===== src/rtl/hid_uart_rx_if.sv =====
// Receive-side byte interface: first-word-fall-through byte stream plus status pulses.
// Latency: wires only, no storage.
// Backpressure: the consumer holds rx_ready low to keep the head byte; the receiver never stalls the line.
interface hid_uart_rx_if #(
    parameter int FIFO_DEPTH = 4
) ();
    localparam int CW = $clog2(FIFO_DEPTH) + 1;

    logic [7:0]    rx_data;
    logic          rx_valid;
    logic          rx_ready;
    logic          frame_err;
    logic          overrun;
    logic [CW-1:0] fifo_count;

    modport master (
        output rx_data, rx_valid, frame_err, overrun, fifo_count,
        input  rx_ready
    );

    modport slave (
        input  rx_data, rx_valid, frame_err, overrun, fifo_count,
        output rx_ready
    );
endinterface


===== src/rtl/hid_uart_rx.sv =====
// Generic FWFT FIFO: head entry presented while non-empty, zero otherwise.
// Latency: write visible on rd_vld one cycle after the push.
// Backpressure: wr_rdy drops only when full with no pop in the same cycle.
module hid_uart_rx_fifo #(
    parameter int DEPTH = 4,
    parameter int W     = 8
) (
    input  logic                   clk,
    input  logic                   resetn,
    input  logic                   wr_vld,
    input  logic [W-1:0]           wr_dat,
    output logic                   wr_rdy,
    output logic                   rd_vld,
    output logic [W-1:0]           rd_dat,
    input  logic                   rd_rdy,
    output logic [$clog2(DEPTH):0] count
);
    localparam int AW = $clog2(DEPTH);

    logic [AW-1:0] wr_ptr_q, wr_ptr_d;
    logic [AW-1:0] rd_ptr_q, rd_ptr_d;
    logic [AW:0]   count_q, count_d;
    logic [W-1:0]  mem_q [DEPTH];
    logic          push, pop;

    // Handshake decode and pointer/occupancy update; a full FIFO still accepts a push when the head leaves.
    always_comb begin
        rd_vld   = (count_q != '0);
        rd_dat   = rd_vld ? mem_q[rd_ptr_q] : '0;
        pop      = rd_vld && rd_rdy;
        wr_rdy   = (count_q != (AW+1)'(DEPTH)) || pop;
        push     = wr_vld && wr_rdy;
        wr_ptr_d = wr_ptr_q;
        rd_ptr_d = rd_ptr_q;
        count_d  = count_q;
        if (push) wr_ptr_d = wr_ptr_q + 1'b1;
        if (pop)  rd_ptr_d = rd_ptr_q + 1'b1;
        if (push && !pop)      count_d = count_q + 1'b1;
        else if (pop && !push) count_d = count_q - 1'b1;
    end

    // Pointer and occupancy registers.
    always_ff @(posedge clk or negedge resetn) begin
        if (!resetn) begin
            wr_ptr_q <= '0;
            rd_ptr_q <= '0;
            count_q  <= '0;
        end else begin
            wr_ptr_q <= wr_ptr_d;
            rd_ptr_q <= rd_ptr_d;
            count_q  <= count_d;
        end
    end

    // Storage array; contents are only observable through rd_dat while non-empty.
    always_ff @(posedge clk) begin
        if (push) mem_q[wr_ptr_q] <= wr_dat;
    end

    assign count = count_q;
endmodule

// 8N1 UART receiver with a small FWFT byte FIFO and registered error pulses.
// Latency: byte visible one cycle after the mid-stop-bit sample (2-flop sync plus ~9.5 bit times from start edge).
// Backpressure: line cannot be stalled; a good byte arriving at a full FIFO with no pop is dropped and flagged.
module hid_uart_rx #(
    parameter int CLK_FREQ   = 12000000,
    parameter int BAUD       = 115200,
    parameter int FIFO_DEPTH = 4
) (
    input  logic          clk,
    input  logic          resetn,
    input  logic          uart_rx,
    hid_uart_rx_if.master rx_if
);
    localparam int CPB  = CLK_FREQ / BAUD;
    localparam int CNTW = $clog2(CPB) + 1;
    localparam int CW   = $clog2(FIFO_DEPTH) + 1;
    localparam logic [CNTW-1:0] CNT_BIT  = CNTW'(CPB - 1);
    localparam logic [CNTW-1:0] CNT_HALF = CNTW'(CPB / 2 - 1);

    typedef enum logic [2:0] {S_IDLE, S_START, S_DATA, S_STOP, S_WAIT_HIGH} state_t;

    state_t          state_q, state_d;
    logic [CNTW-1:0] cnt_q, cnt_d;
    logic [2:0]      bit_idx_q, bit_idx_d;
    logic [7:0]      shift_q, shift_d;
    logic [1:0]      sync_q, sync_d;
    logic            frame_err_q, frame_err_d;
    logic            overrun_q, overrun_d;
    logic            push_vld, push_rdy, rx_s;
    logic [7:0]      head_dat;
    logic            head_vld;
    logic [CW-1:0]   count;

    assign rx_s = sync_q[1];

    // Framing FSM: mid-bit sampling, LSB-first shift, push or error decided at mid stop bit.
    always_comb begin
        sync_d      = {sync_q[0], uart_rx};
        state_d     = state_q;
        cnt_d       = cnt_q;
        bit_idx_d   = bit_idx_q;
        shift_d     = shift_q;
        push_vld    = 1'b0;
        frame_err_d = 1'b0;
        case (state_q)
            S_IDLE: begin
                cnt_d = '0;
                if (!rx_s) state_d = S_START;
            end
            S_START: begin
                if (cnt_q == CNT_HALF) begin
                    cnt_d     = '0;
                    bit_idx_d = '0;
                    state_d   = rx_s ? S_IDLE : S_DATA;
                end else begin
                    cnt_d = cnt_q + 1'b1;
                end
            end
            S_DATA: begin
                if (cnt_q == CNT_BIT) begin
                    cnt_d     = '0;
                    shift_d   = {rx_s, shift_q[7:1]};
                    bit_idx_d = bit_idx_q + 1'b1;
                    if (bit_idx_q == 3'd7) state_d = S_STOP;
                end else begin
                    cnt_d = cnt_q + 1'b1;
                end
            end
            S_STOP: begin
                if (cnt_q == CNT_BIT) begin
                    cnt_d = '0;
                    if (rx_s) begin
                        push_vld = 1'b1;
                        state_d  = S_IDLE;
                    end else begin
                        frame_err_d = 1'b1;
                        state_d     = S_WAIT_HIGH;
                    end
                end else begin
                    cnt_d = cnt_q + 1'b1;
                end
            end
            S_WAIT_HIGH: begin
                if (rx_s) state_d = S_IDLE;
            end
            default: state_d = S_IDLE;
        endcase
    end

    // A good byte refused by the FIFO becomes an overrun pulse.
    assign overrun_d = push_vld && !push_rdy;

    // State, timing, synchronizer and error-pulse registers.
    always_ff @(posedge clk or negedge resetn) begin
        if (!resetn) begin
            state_q     <= S_IDLE;
            cnt_q       <= '0;
            bit_idx_q   <= '0;
            shift_q     <= '0;
            sync_q      <= 2'b11;
            frame_err_q <= 1'b0;
            overrun_q   <= 1'b0;
        end else begin
            state_q     <= state_d;
            cnt_q       <= cnt_d;
            bit_idx_q   <= bit_idx_d;
            shift_q     <= shift_d;
            sync_q      <= sync_d;
            frame_err_q <= frame_err_d;
            overrun_q   <= overrun_d;
        end
    end

    hid_uart_rx_fifo #(.DEPTH(FIFO_DEPTH), .W(8)) u_fifo (
        .clk    (clk),
        .resetn (resetn),
        .wr_vld (push_vld),
        .wr_dat (shift_q),
        .wr_rdy (push_rdy),
        .rd_vld (head_vld),
        .rd_dat (head_dat),
        .rd_rdy (rx_if.rx_ready),
        .count  (count)
    );

    assign rx_if.rx_data    = head_dat;
    assign rx_if.rx_valid   = head_vld;
    assign rx_if.fifo_count = count;
    assign rx_if.frame_err  = frame_err_q;
    assign rx_if.overrun    = overrun_q;
endmodule


===== src/flat_wrapper.sv =====
// flat-port wrapper written by rule: the top's interface ports become plain ports
module hid_uart_rx_flat 
#(
    parameter int CLK_FREQ   = 12000000,
    parameter int BAUD       = 115200,
    parameter int FIFO_DEPTH = 4
)
  (clk, resetn, uart_rx, rx_if_rx_data, rx_if_rx_valid, rx_if_frame_err, rx_if_overrun, rx_if_fifo_count, rx_if_rx_ready);
  hid_uart_rx_if #(.FIFO_DEPTH(FIFO_DEPTH)) rx_if_i ();
  input  logic clk;
  input  logic resetn;
  input  logic uart_rx;
  output wire logic [$bits(rx_if_i.rx_data)-1:0] rx_if_rx_data;
  output wire logic [$bits(rx_if_i.rx_valid)-1:0] rx_if_rx_valid;
  output wire logic [$bits(rx_if_i.frame_err)-1:0] rx_if_frame_err;
  output wire logic [$bits(rx_if_i.overrun)-1:0] rx_if_overrun;
  output wire logic [$bits(rx_if_i.fifo_count)-1:0] rx_if_fifo_count;
  input wire logic [$bits(rx_if_i.rx_ready)-1:0] rx_if_rx_ready;
  assign rx_if_rx_data = rx_if_i.rx_data;
  assign rx_if_rx_valid = rx_if_i.rx_valid;
  assign rx_if_frame_err = rx_if_i.frame_err;
  assign rx_if_overrun = rx_if_i.overrun;
  assign rx_if_fifo_count = rx_if_i.fifo_count;
  assign rx_if_i.rx_ready = rx_if_rx_ready;
  hid_uart_rx #(.CLK_FREQ(CLK_FREQ), .BAUD(BAUD), .FIFO_DEPTH(FIFO_DEPTH)) u_core (.clk(clk), .resetn(resetn), .uart_rx(uart_rx), .rx_if(rx_if_i));
endmodule

===== config.mk =====
export PLATFORM = sky130hd
export DESIGN_NAME = hid_uart_rx_flat
export DESIGN_NICKNAME = d
export VERILOG_FILES = /design/src/rtl/hid_uart_rx_if.sv /design/src/rtl/hid_uart_rx.sv /design/src/flat_wrapper.sv
export SDC_FILE = /design/constraint.sdc
export NUM_CORES = 1
export LEC_CHECK = 0
export BUFFER_PORTS_ARGS = -buffer_cell sky130_fd_sc_hd__buf_2
export CORE_MARGIN = 3
export CORE_UTILIZATION = 38
export CTS_BUF_LIST = sky130_fd_sc_hd__clkbuf_4 sky130_fd_sc_hd__clkbuf_8
export CTS_CLUSTER_SIZE = 8
export DETAILED_ROUTE_END_ITERATION = 7
export REMOVE_ABC_BUFFERS = 1
export SETUP_SLACK_MARGIN = 0.02
export SYNTH_ARGS = -nofsm -noshare
export SYNTH_HDL_FRONTEND = slang
export SYNTH_HIERARCHICAL = 1
export SYNTH_SLANG_ARGS = --single-unit
export TNS_END_PERCENT = 1

===== constraint.sdc =====
create_clock -name clk -period 6.3 [get_ports clk]
set_clock_uncertainty 0.15 [all_clocks]
set_input_delay 0.945 -clock clk [delete_from_list [all_inputs] [get_ports clk]]
set_output_delay 0.945 -clock clk [all_outputs]
set_load 0.05 [all_outputs]

==> summary.md, run 1 <==
| Metric | Value |
|---|---|
| CP Cell Sequence | `mux4_2 -> and2_1 -> buf_2` |
| WL per Instance | `15.19 µm` |
| Final WL | `4860 µm` |
| Clock root buffer | `clkbuf_8` |
| Clock Tree Buf Depth | `2` |
| Pre-CTS setup slack | `3.203 ns` |
| F_max | `316.5 MHz` |
| Setup violations, final | `0` |
| Vias in the first global route | `1642` |
| GRT Resource Usage Total | `12.31%` |
| Final hold viol count | `0` |
| Area share of the largest cell type after synthesis | `33.39%` |
| H-Tree Level Count | `3` |
| Layout area overhead | `11.65%` |
| Setup bufs post-CTS | `0` |
| Diode count | `0` |
| Crit path from | `u_core/u_fifo/rd_ptr_q[0]$_DFFE_PN0P_` |
| Rel. slew slack | `45.70%` |
| Status | `completed` |
| Slew @ Worst Pin | `0.8110 ns` |
| Worst vdd ir | `103.2 µV` |
| Post-synth ARST share | `50.77%` |
| Slowest-stage cell, CP | `dfrtp_1` |
| Core area | `7292 µm²` |
| Synth top area cells | `edfxtp_1, dfrtp_1, mux4_2` |
| Ys flop type | `edfxtp_1` |
| Worst EP required | `5.20 ns` |
| HPWL Detailed | `3068 µm` |
| Yosys reg bits | `65` |
| # DRC | `0` |
| Distinct cells, synth | `49` |
| Crit. path cell count | `3` |
| Leakage | `1.407 nW` |
| DIE HEIGHT | `93.03 µm` |
| Top-level I/O count | `18` |
| Share of cells above drive strength 1 | `27.15%` |
| Crit Reg-Reg Endpoint | `u_core/u_fifo/count[2]$_DFFE_PN0P_` |
| Vias after detailed routing | `1597` |
| Final Wtd Congestion | `0.7794` |
| CP delay by family, top | `flip-flops` |
| CP bufs+invs | `1` |
| CP Max Fanout | `10` |
| CP peak stage delay | `0.76 ns` |
| Fill count | `707` |
| Overflow after GRT | `0` |
| Syn. warnings | `6` |
| Worst min path class | `reg2reg` |
| Reg2Reg Setup Slack | `3.28 ns` |
| Clock sinks | `65` |
| Final period util | `50.15%` |
| Antenna Nets Post-Route | `0` |
| Synthesized instance count | `196` |
| Largest net degree at the start of global routing | `34` |
| Crit Path Category | `reg2out` |
| Cts repair resizes | `0` |
| CP Capture Point | `rx_if_rx_data[7]` |
| First-pass GRT wire length | `8073 µm` |
| Multi-input gate area | `1007 µm²` |
| Die ar. | `8654 µm²` |
| DR pass1 iterations | `4` |
| Max Cap Viol | `0` |
| Final TNS setup | `0 ns` |
| Syn Std Cell Area | `2878 µm²` |
| Most common library cells after synthesis | `edfxtp_1, dfrtp_1, mux2_2, nand2_1` |
| Startpoint types | `flop` |
| Vias/cell | `4.991` |
| Crit. End Element | `primary output` |
| Final Max Tran Viols | `0` |
| Most frequent cell after synthesis | `edfxtp_1` |
| Area leader, netlist | `edfxtp_1` |
| Clk_lat worst skew | `0.33 ns` |
| Port-buffer cells | `17` |
| Std-Cell Rows | `31` |
| RR Startpoint | `u_core/cnt_q[3]$_DFFE_PN0P_` |
| Sequential area share after synthesis | `62.17%` |
| TritonCTS buffer count | `9` |
| Mean post-synth cell area | `14.68 µm²` |
| RSZ-0062 raised after global routing | `false` |
| FF/Latch Area | `1789 µm²` |
| Antenna violations before repair | `0` |
| Die X | `93.03 µm` |
| DR iter-0 viols | `68` |
| Fin nets | `229` |
| Clk slew on worst S/H paths | `0.07 ns` |
| Post-synth EDFFs | `32` |
| Fin crit period | `3.160 ns` |
| # hold bufs at CTS | `0` |
| Cells on worst reg2reg path | `11` |
| TritonCTS clock tree | `yes` |
| PD cells | `238.8 nW/µm²` |
| Crit path DAT | `2.06 ns` |
| Initial Utilization | `39.46%` |
| Fin worst setup slack | `3.140 ns` |
-- how the worst min path moves through the flow --
stage | slack [ns] | to | start | depth (start not counted)
2_1_floorplan | 0.20 | u_core/sync_q[1]$_DFF_PN1_ | u_core/sync_q[0]$_DFF_PN1_ | 0
3_3_place_gp | 0.20 | u_core/sync_q[1]$_DFF_PN1_ | u_core/sync_q[0]$_DFF_PN1_ | 0
3_5_place_dp | 0.20 | u_core/sync_q[1]$_DFF_PN1_ | u_core/sync_q[0]$_DFF_PN1_ | 0
4_1_cts | 0.21 | u_core/sync_q[1]$_DFF_PN1_ | u_core/sync_q[0]$_DFF_PN1_ | 0
5_1_grt | 0.21 | u_core/sync_q[1]$_DFF_PN1_ | u_core/sync_q[0]$_DFF_PN1_ | 0
6_report | 0.21 | u_core/sync_q[1]$_DFF_PN1_ | u_core/sync_q[0]$_DFF_PN1_ | 0
-- state kept, by name, indices dropped and copies added (netlist names) --
register and flops:
u_core/rx_if.frame_err 1, u_core/u_fifo/count 3, u_core/u_fifo/wr_ptr_q 2, u_core/bit_idx_q 3, u_core/u_fifo/rd_ptr_q 2, u_core/rx_if.overrun 1, u_core/state_q 3, u_core/u_fifo/mem_q 32
u_core/sync_q 2, u_core/cnt_q 8, u_core/shift_q 8
-- stage by stage --
step	instances	instance area (µm²)	power (W)	util [%]	hold WS [ns]
2_1_floorplan	188	2823	0.0004529	-	0.1952
3_3_place_gp	304	3032	0.0004584	41.58	0.1994
3_5_place_dp	304	3032	0.0004585	41.58	0.1975
4_1_cts	320	3213	0.0007803	44.06	0.2078
5_1_grt	320	3213	0.0007968	44.06	0.2114
6_report	320	3213	0.0007672	44.06	0.2071
-- layer usage --
| layer | vias up | track usage (%) | routed length [µm] | part of all wire (%) |
|---|---|---|---|---|
| li1 | 766 | - | - | - |
| met1 | 801 | 15.47 | 2260 | 47 |
| met2 | 25 | 19.68 | 2399 | 49 |
| met3 | 5 | 3.701 | 172 | 3.5 |
| met4 | 0 | 5.495 | 27 | 0.56 |
| met5 | - | 0 | 0 | 0 |
-- cells in the final DEF, fill, tap and decap left out, drive strengths merged, types with 2 or more instances in the layout --
cell type,synthesis,layout
edfxtp,32,32
dfrtp,31,31
buf,5,17
clkbuf,3,11
mux2,10,10
nand2,9,9
and2,9,9
nor2,8,8
ha,8,8
mux4,8,8
inv,7,7
o21ai,7,7
nor3,6,6
nand3,6,6
xnor2,5,5
and3,4,4
clkinv,0,4
nor3b,3,3
xor2,3,3
nor2b,2,2
a22o,2,2
mux2i,2,2
a21oi,2,2
or3,2,2
dfstp,2,2
-- cell families after synthesis --
group | synth area share [%]
simple gates | 12.30
flops | 62.17
mux | 11.00
xor+xnor | 2.696
fa+ha+maj | 4.174
buf+inv | 2.826
compound gates | 4.827
-- worst reg2reg max path: cells and delay by family, from the launching register on --
family / cells / cell delay [ns]
xor+xnor: 2 / 0.29
simple gates: 6 / 1.45
fa+ha+maj: 2 / 0.55
flops: 1 / 0.46
buf+inv: 1 / 0.06
-- area by class of cell --
class | count | area share, %
tap | 99 | 3.855
clock inverter | 5 | 0.9346
clock buffer | 11 | 4.712
sequential | 65 | 55.69
inverter | 7 | 0.8178
timing repair buffer | 17 | 2.648
multi-input combinational | 116 | 31.35
-- power breakdown --
part           switching (W)  internal [W]
registers        0.000000440      0.000443
logic             0.00000468   0.000000837
clock network       0.000156      0.000162
Note: power is estimated with default switching activity, not from simulation.
==> run 2: changes to the inputs <==
--- a/config.mk
+++ b/config.mk
@@ -5,6 +5,7 @@
 export SDC_FILE = /design/constraint.sdc
 export NUM_CORES = 1
 export LEC_CHECK = 0
+export ABC_AREA = 1
 export BUFFER_PORTS_ARGS = -buffer_cell sky130_fd_sc_hd__buf_2
 export CORE_MARGIN = 3
 export CORE_UTILIZATION = 38
==> constraint.sdc (replaced) <==
create_clock -name clk -period 2.6 [get_ports clk]
set_clock_uncertainty 0.15 [all_clocks]
set_input_delay 0.39 -clock clk [delete_from_list [all_inputs] [get_ports clk]]
set_output_delay 0.39 -clock clk [all_outputs]
set_load 0.05 [all_outputs]
==> run 2 against run 1 <==
Against the previous run:
- die area up 8.8%
- non-clock buffer count grew 13
- routed wire length rose by 17%
- area after synthesis is 9.4% higher
- sequential share of layout area is 6.2 points lower
- clock power grew to 2.7 times the previous value
- hold slack lost 0.034 ns
- utilization rose by 1.7 points
- largest power group unchanged
- total power increased to 2.5 times the previous value
==> summary.md, run 2 <==
| Metric | Value |
|---|---|
| Status | `completed` |
| H-Tree Level Count | `3 (unchanged)` |
| Fin nets | `385 (+68%)` |
| DR iter-0 viols | `104 (+53%)` |
| Final WL | `5676 µm (+17%)` |
| Clock sinks | `65 (unchanged)` |
| Dpl cells | `459 (+51%)` |
| Fin crit period | `2.370 ns` |
| Worst EP required | `2.68 ns (-2.52 ns)` |
| Most common library cells after synthesis | `nand2_1, inv_1, edfxtp_1` |
| Internal | `0.001528 W (+150%)` |
| Cells on worst reg2reg path | `14 (+3)` |
| Ys flop type | `edfxtp_1` |
| Slew @ Worst Pin | `0.7486 ns (-0.06245 ns)` |
| Startpoint types | `flop` |
| Final period util | `91.14%` |
| Hold depth | `3 (+3)` |
| Startpoint of the worst hold path | `rx_if_rx_ready` |
| Top-level I/O count | `18 (unchanged)` |
| Setup violations, final | `0 (unchanged)` |
| Area leader, netlist | `edfxtp_1` |
| Clock power frac | `44.1% (+2.7 points)` |
| Syn Std Cell Area | `3149 µm² (+9.4%)` |
| DIE HEIGHT | `97.04 µm (+4.3%)` |
| Worst vdd ir | `304.9 µV (+200%)` |
| # DRC | `0 (unchanged)` |
| Clk slew on worst S/H paths | `0.07 ns (about the same)` |
| Initial Utilization | `39.93% (+0.46 points)` |
| P_sw | `0.0004235 W (+160%)` |
| Placed cell area | `3362 µm² (+11%)` |
| Max Used Layer | `met4` |
| Std-Cell Rows | `32 (+3.2%)` |
| Met1 WL | `2458 µm (+8.8%)` |
| Diode count | `0 (unchanged)` |
| Synthesized instance count | `337 (+72%)` |
| Final Max Tran Viols | `0 (unchanged)` |
| Syn. warnings | `6 (unchanged)` |
| Clock Tree Buf Depth | `2 (unchanged)` |
| Leakage | `1.713 nW (+22%)` |
| Distinct cells, synth | `30 (-39%)` |
| Port-buffer cells | `17 (unchanged)` |
| Crit path DAT | `2.45 ns (+0.39 ns)` |
| Slowest-stage cell, CP | `fa_1` |
| WL per Instance | `11.85 µm (-22%)` |
| Vias/cell | `4.572 (-8.4%)` |
| DR pass1 iterations | `4 (unchanged)` |
| Met3 WL | `190 µm (+10%)` |
| First-pass GRT wire length | `9818 µm (+22%)` |
| Final Wtd Congestion | `0.8158 (+4.7%)` |
| Mean post-synth cell area | `9.345 µm² (-36%)` |
| TritonCTS buffer count | `9 (unchanged)` |
| FF/Latch Area | `1789 µm² (unchanged)` |
| Crit. End Element | `flop` |
| Commonest non-fill, non-tap cell in the layout | `nand2_1` |
| Most frequent cells in the layout | `nand2_1, inv_1, edfxtp_1` |
| Clk_lat worst skew | `0.34 ns (about the same)` |
| Max reg flops | `32 (unchanged)` |
| Vias after detailed routing | `2190 (+37%)` |
| Most frequent cell after synthesis | `nand2_1` |
| Synth top area cells | `edfxtp_1, dfrtp_1, nand2_1` |
| Die X | `97.04 µm (+4.3%)` |
| Layout Cells excl Fill | `479 (+50%)` |
| GRT Resource Usage Total | `13.01% (+0.70 points)` |
| Max Cap Viol | `0 (unchanged)` |
| F_max | `422.0 MHz` |
| Vias in the first global route | `2139 (+30%)` |
| Antenna Nets Post-Route | `0 (unchanged)` |
| Core area | `7888 µm² (+8.2%)` |
| Finished layout cell area | `3613 µm² (+12%)` |
| Post-synth ARST share | `50.77% (unchanged)` |
| Biggest regs | `u_core/u_fifo/mem_q (32), u_core/cnt_q (8), u_core/shift_q (8)` |
| Clock root buffer | `clkbuf_8` |
| CP Max Fanout | `4 (-6)` |
| CP bufs+invs | `2 (+1)` |
| Worst min path class | `in2reg` |
| Top reg by flops | `u_core/u_fifo/mem_q` |
| Yosys reg bits | `65 (unchanged)` |
| Crit Reg-Reg Endpoint | `u_core/u_fifo/count[2]$_DFFE_PN0P_` |
| Met2 Wirelength | `2960 µm (+23%)` |
| RR Startpoint | `u_core/cnt_q[1]$_DFFE_PN0P_` |
| RSZ-0062 raised after global routing | `false` |
| TritonCTS clock tree | `yes` |
| Sequential area share after synthesis | `56.81% (-5.4 points)` |
| Die ar. | `9416 µm² (+8.8%)` |
| Area share of the largest cell type after synthesis | `30.51% (-2.9 points)` |
| Crit Path Category | `reg2reg` |
| Share of cells above drive strength 1 | `17.24% (-9.9 points)` |
| Layout area overhead | `14.74%` |
| Largest net degree at the start of global routing | `34 (unchanged)` |
| Fill count | `741 (+4.8%)` |
| Final hold viol count | `0 (unchanged)` |
| Antenna violations before repair | `0 (unchanged)` |
| Hold worst-path end | `u_core/u_fifo/rd_ptr_q[0]$_DFFE_PN0P_` |
| CP Cell Sequence | `ha_2 -> nand2_2 -> nor2_4 -> nand2_2 -> nor3_4 -> nand2_1 -> inv_1 -> ha_1 -> inv_1 -> fa_1 -> nand2_1 -> nand3_1 -> nand2_1 -> nand2_1` |
| CP peak stage delay | `0.38 ns (-0.38 ns)` |
| Most used cell, CP | `nand2_1` |
| Post-synth EDFFs | `32 (unchanged)` |
| Combinational share of power | `0.9% (+0.2 points)` |
| Overflow after GRT | `0 (unchanged)` |
| Rel. slew slack | `50.10% (+4.4 points)` |
| PD cells | `540.1 nW/µm² (+130%)` |
| Multi-input gate area | `1082 µm² (+7.5%)` |
| HPWL Detailed | `3711 µm (+21%)` |
| Share of power burned in registers | `55.1% (-2.8 points)` |
| Reg2Reg Setup Slack | `0.23 ns (-3.05 ns)` |
| Sw Share | `21.70% (+0.73 points)` |
| CP delay by family, top | `simple AND/OR/NAND/NOR gates` |
## run 2: changes by cell type in the layout (fill, tap and decap cells not counted), moves of 5 or more
cell,previous run,this run
a21oi_1,2,7
and2_1,8,0
buf_4,0,11
inv_1,7,57
mux2_2,9,0
mux4_2,8,0
nand2_1,9,109
nand2_4,0,5
nand3_1,6,30
nor2_1,8,16
## run 2: timing repair
action,CTS,global route
setup endpoints to repair,0,2
endpoints found under the hold margin,32,0
hold buffers,2,0
setup buffers,0,2
gates resized for setup,0,4
## run 2: area by class of cell
type | count | share of cell area (%)
Inverter | 59 | 6.267
Sequential cell | 65 | 49.52
Timing Repair Buffer | 30 | 5.194
Clock buffer | 9 | 3.428
Tap cell | 102 | 3.532
Multi-Input combinational cell | 207 | 29.95
Clock inverter | 7 | 2.112
## run 2: worst min-delay path, stage by stage
cell	delay, ns
buf_2	0.10
nand3_1	0.07
nand2_1	0.06
## run 2: how the worst max path moves through the flow
stage	end	slack, ns	start	cells after the start
3_5_place_dp	u_core/u_fifo/count[2]$_DFFE_PN0P_	0.12	u_core/cnt_q[0]$_DFFE_PN0P_	14
4_1_cts	u_core/u_fifo/count[2]$_DFFE_PN0P_	0.08	u_core/cnt_q[0]$_DFFE_PN0P_	14
2_1_floorplan	rx_if_rx_data[0]	-0.17	u_core/u_fifo/count[0]$_DFFE_PN0P_	4
3_3_place_gp	u_core/u_fifo/count[2]$_DFFE_PN0P_	0.20	u_core/cnt_q[0]$_DFFE_PN0P_	14
6_report	u_core/u_fifo/count[2]$_DFFE_PN0P_	0.23	u_core/cnt_q[1]$_DFFE_PN0P_	14
5_1_grt	u_core/u_fifo/count[2]$_DFFE_PN0P_	0.002	u_core/cnt_q[1]$_DFFE_PN0P_	14
## run 2: logic make-up (layout without fill, tap and decap cells)
kind of cell | after synthesis | in the layout | share of synthesized area [%]
compound gates | 11 | 11 | 1.867
fa+ha+maj | 9 | 9 | 3.814
flops | 65 | 65 | 56.81
buf+inv | 65 | 105 | 9.336
xor+xnor | 7 | 7 | 1.947
simple gates | 180 | 180 | 26.22
## run 2: metal layers
layer,GRT usage [%],vias to the layer above
met5,0,-
met4,4.860,0
met3,3.317,8
met2,23.46,30
met1,14.73,1025
li1,-,1127
## run 2: stage by stage
stage | utilization [%] | worst slack (ns) | total power, W | hold slack [ns] | setup TNS (ns)
global placement | 42.62 | 0.1992 | 0.001112 | 0.1971 | 0
detailed placement | 42.62 | 0.1226 | 0.001112 | 0.1973 | 0
CTS | 45.42 | 0.07611 | 0.001983 | 0.1596 | 0
floorplan | - | -0.1737 | 0.001098 | -0.05559 | -1.216
finish | 45.81 | 0.2304 | 0.001952 | 0.1735 | 0
global route | 45.81 | 0.001723 | 0.002031 | 0.1804 | 0
## run 2: power groups by stage
stage	clock, W	sequential [W]	combinational [W]
floorplan	0	0.00110	0.00000153
global placement	0	0.00110	0.0000151
detailed placement	0	0.00110	0.0000153
CTS	0.000891	0.00107	0.0000176
global route	0.000937	0.00107	0.0000199
finish	0.000860	0.00108	0.0000167
==> run 3: changes to the inputs <==
--- a/config.mk
+++ b/config.mk
@@ -6,14 +6,14 @@
 export NUM_CORES = 1
 export LEC_CHECK = 0
 export ABC_AREA = 1
-export BUFFER_PORTS_ARGS = -buffer_cell sky130_fd_sc_hd__buf_2
 export CORE_MARGIN = 3
 export CORE_UTILIZATION = 38
 export CTS_BUF_LIST = sky130_fd_sc_hd__clkbuf_4 sky130_fd_sc_hd__clkbuf_8
 export CTS_CLUSTER_SIZE = 8
 export DETAILED_ROUTE_END_ITERATION = 7
+export DONT_BUFFER_PORTS = 1
 export REMOVE_ABC_BUFFERS = 1
-export SETUP_SLACK_MARGIN = 0.02
+export SETUP_SLACK_MARGIN = 0.4
 export SYNTH_ARGS = -nofsm -noshare
 export SYNTH_HDL_FRONTEND = slang
 export SYNTH_HIERARCHICAL = 1
==> run 3 against run 2 <==
Against the previous run:
- final area increased by 3.4%
- routed wire length increased by 0.30%
- global-route usage down 0.14 points
- via count is 0.37% lower
- sequential share of layout area decreased by 1.6 points
- non-clock buffer count rose by 2
- critical path depth unchanged
- setup slack improved by 0.11 ns
- fmax is 4.9% higher
- largest cell class unchanged
==> summary.md, run 3 (synthesized netlist as in run 2, its figures left out) <==
| Metric | Value |
|---|---|
| Status | `completed` |
| Utilization after layout | `47.38% (+1.6 points)` |
| Final period util | `86.85% (-4.3 points)` |
| DIE HEIGHT | `97.04 µm (unchanged)` |
| Diode count | `0 (unchanged)` |
| Worst min path class | `in2reg` |
| Clk_lat worst skew | `0.34 ns (about the same)` |
| Worst hold slack | `0.04590 ns (-0.1276 ns)` |
| Hold depth | `2 (-1)` |
| Top-level I/O count | `18 (unchanged)` |
| Fin crit period | `2.258 ns (-0.1114 ns)` |
| Placed cell area | `3379 µm² (+0.52%)` |
| Antenna violations before repair | `0 (unchanged)` |
| # DRC | `0 (unchanged)` |
| Largest net degree at the start of global routing | `34 (unchanged)` |
| Layout area overhead | `18.67%` |
| Max reg flops | `32 (unchanged)` |
| CP peak stage delay | `0.41 ns (+0.03 ns)` |
| Biggest regs | `u_core/u_fifo/mem_q (32), u_core/cnt_q (8), u_core/shift_q (8)` |
| Worst EP required | `2.68 ns (about the same)` |
| Crit. End Element | `flop` |
| Top reg by flops | `u_core/u_fifo/mem_q` |
| Std-Cell Rows | `32 (unchanged)` |
| Final WL | `5693 µm (+0.30%)` |
| Vias/cell | `4.536 (-0.78%)` |
| Clk slew on worst S/H paths | `0.07 ns (about the same)` |
| PD cells | `523.6 nW/µm² (-3.0%)` |
| Slowest-stage cell, CP | `dfrtp_1` |
| Most used cell, CP | `nand2_1` |
| Leakage | `1.765 nW (+3.0%)` |
| Startpoint types | `flop` |
| Reg2Reg Setup Slack | `0.34 ns (+0.11 ns)` |
| Crit path DAT | `2.34 ns (-0.11 ns)` |
| Final Wtd Congestion | `0.8245 (+1.1%)` |
| TritonCTS buffer count | `9 (unchanged)` |
| Antenna Nets Post-Route | `0 (unchanged)` |
| HPWL Detailed | `3760 µm (+1.3%)` |
| DR iter-0 viols | `105 (+0.96%)` |
| H-Tree Level Count | `3 (unchanged)` |
| Cells on worst reg2reg path | `14 (unchanged)` |
| Rel. slew slack | `69.83% (+20 points)` |
| Fill count | `717 (-3.2%)` |
| RSZ-0062 raised after global routing | `true` |
| Initial Utilization | `39.93% (unchanged)` |
| Vias in the first global route | `2074 (-3.0%)` |
| FF/Latch Area | `1790 µm² (about the same)` |
| Final Max Tran Viols | `0 (unchanged)` |
| Finished layout cell area | `3737 µm² (+3.4%)` |
| Share of cells above drive strength 1 | `20.84% (+3.6 points)` |
| Crit Path Category | `reg2reg` |
| Vias after detailed routing | `2182 (-0.37%)` |
| Core area | `7888 µm² (unchanged)` |
| Clock root buffer | `clkbuf_8` |
| Setup violations, final | `0 (unchanged)` |
| Commonest non-fill, non-tap cell in the layout | `nand2_1` |
| Worst vdd ir | `262.1 µV (-14%)` |
| Overflow after GRT | `0 (unchanged)` |
| Die X | `97.04 µm (unchanged)` |
| CP Max Fanout | `3 (-1)` |
| GRT Resource Usage Total | `12.88% (-0.14 points)` |
| First-pass GRT wire length | `9639 µm (-1.8%)` |
| Most frequent cells in the layout | `nand2_1, inv_1, edfxtp_1` |
| Die ar. | `9416 µm² (unchanged)` |
| Multi-input gate area | `1120 µm² (+3.5%)` |
| WL per Instance | `11.84 µm (-0.12%)` |
| Max Cap Viol | `0 (unchanged)` |
| CP Cell Sequence | `ha_4 -> nand2_4 -> nor2_4 -> nand2_4 -> nor3_4 -> nand2_1 -> inv_1 -> ha_2 -> inv_2 -> fa_2 -> nand2_2 -> nand3_2 -> nand2_1 -> nand2_1` |
| Port-buffer cells | `0 (-17)` |
| Clock sinks | `65 (unchanged)` |
| Slew @ Worst Pin | `0.4529 ns (-0.2957 ns)` |
| F_max | `442.8 MHz (+4.9%)` |
| Clock Tree Buf Depth | `2 (unchanged)` |
| Fin nets | `387 (+0.52%)` |
| Tot Pwr | `0.001957 W (+0.28%)` |
| DR pass1 iterations | `4 (unchanged)` |
| Final hold viol count | `0 (unchanged)` |
| TritonCTS clock tree | `yes` |
[run 3: changes by cell type in the layout (fill, tap and decap cells not counted), moves of 2 or more]
cell	before	now
buf_12	0	2
buf_4	11	28
clkinv_4	0	3
inv_2	0	5
nand2_1	109	106
nand2_4	5	7
inv_1	57	52
buf_2	17	0
clkinvlp_4	2	0
[run 3: cell type report]
type,instances,share of cell area [%]
flip-flops and latches,65,47.91
well taps,102,3.415
inverters,59,6.060
multi-input cells,207,29.96
repair buffers,32,7.231
clock buffers,9,3.314
clock inverters,7,2.109
[run 3: critical path, delay by kind of cell (launching register included)]
kind / cells / cell delay (ns)
and+or+nand+nor: 9 / 0.74
adders and majority gates: 3 / 0.74
DFF: 1 / 0.41
buffers and inverters: 2 / 0.12
[run 3: repair_timing]
item                       in CTS  in global routing
buffers inserted                4                  4
hold endpoints to repair       34                  0
setup endpoints to repair       6                 10
hold buffers                    3                  0
gates resized for setup         8                 11
pin swaps                       3                  7
[run 3: worst paths after layout]
check	startpoint	end
min in group asynchronous	resetn	u_core/bit_idx_q[1]$_DFFE_PN0P_
hold reg to reg	u_core/sync_q[0]$_DFF_PN1_	u_core/sync_q[1]$_DFF_PN1_
setup / recovery	u_core/cnt_q[0]$_DFFE_PN0P_	u_core/u_fifo/count[2]$_DFFE_PN0P_
setup reg to reg	u_core/cnt_q[0]$_DFFE_PN0P_	u_core/u_fifo/count[2]$_DFFE_PN0P_
max in group asynchronous	resetn	u_core/sync_q[0]$_DFF_PN1_
hold / removal	rx_if_rx_ready	u_core/u_fifo/rd_ptr_q[0]$_DFFE_PN0P_
[run 3: where the power goes]
group | total [W] | internal (W) | switching, W
combinational | 0.0000179 | 0.00000560 | 0.0000123
sequential | 0.00108 | 0.00107 | 0.00000130
clock | 0.000864 | 0.000452 | 0.000412
total | 0.00196 | 0.00153 | 0.000425
[run 3: per-layer routing]
layer / track usage [%] / wire [µm]
met1: 14.68 / 2438
met2: 21.92 / 2880
met3: 3.893 / 229
met4: 6.263 / 144
met5: 0 / 0
[run 3: per-stage QoR]
stage / setup slack, ns / instances / TNS (ns)
6_report: 0.3418 / 481 / 0
4_1_cts: 0.3745 / 477 / 0
2_1_floorplan: -0.1737 / 331 / -1.216
3_5_place_dp: 0.1310 / 454 / 0
5_1_grt: 0.1571 / 481 / 0
3_3_place_gp: 0.2052 / 454 / 0
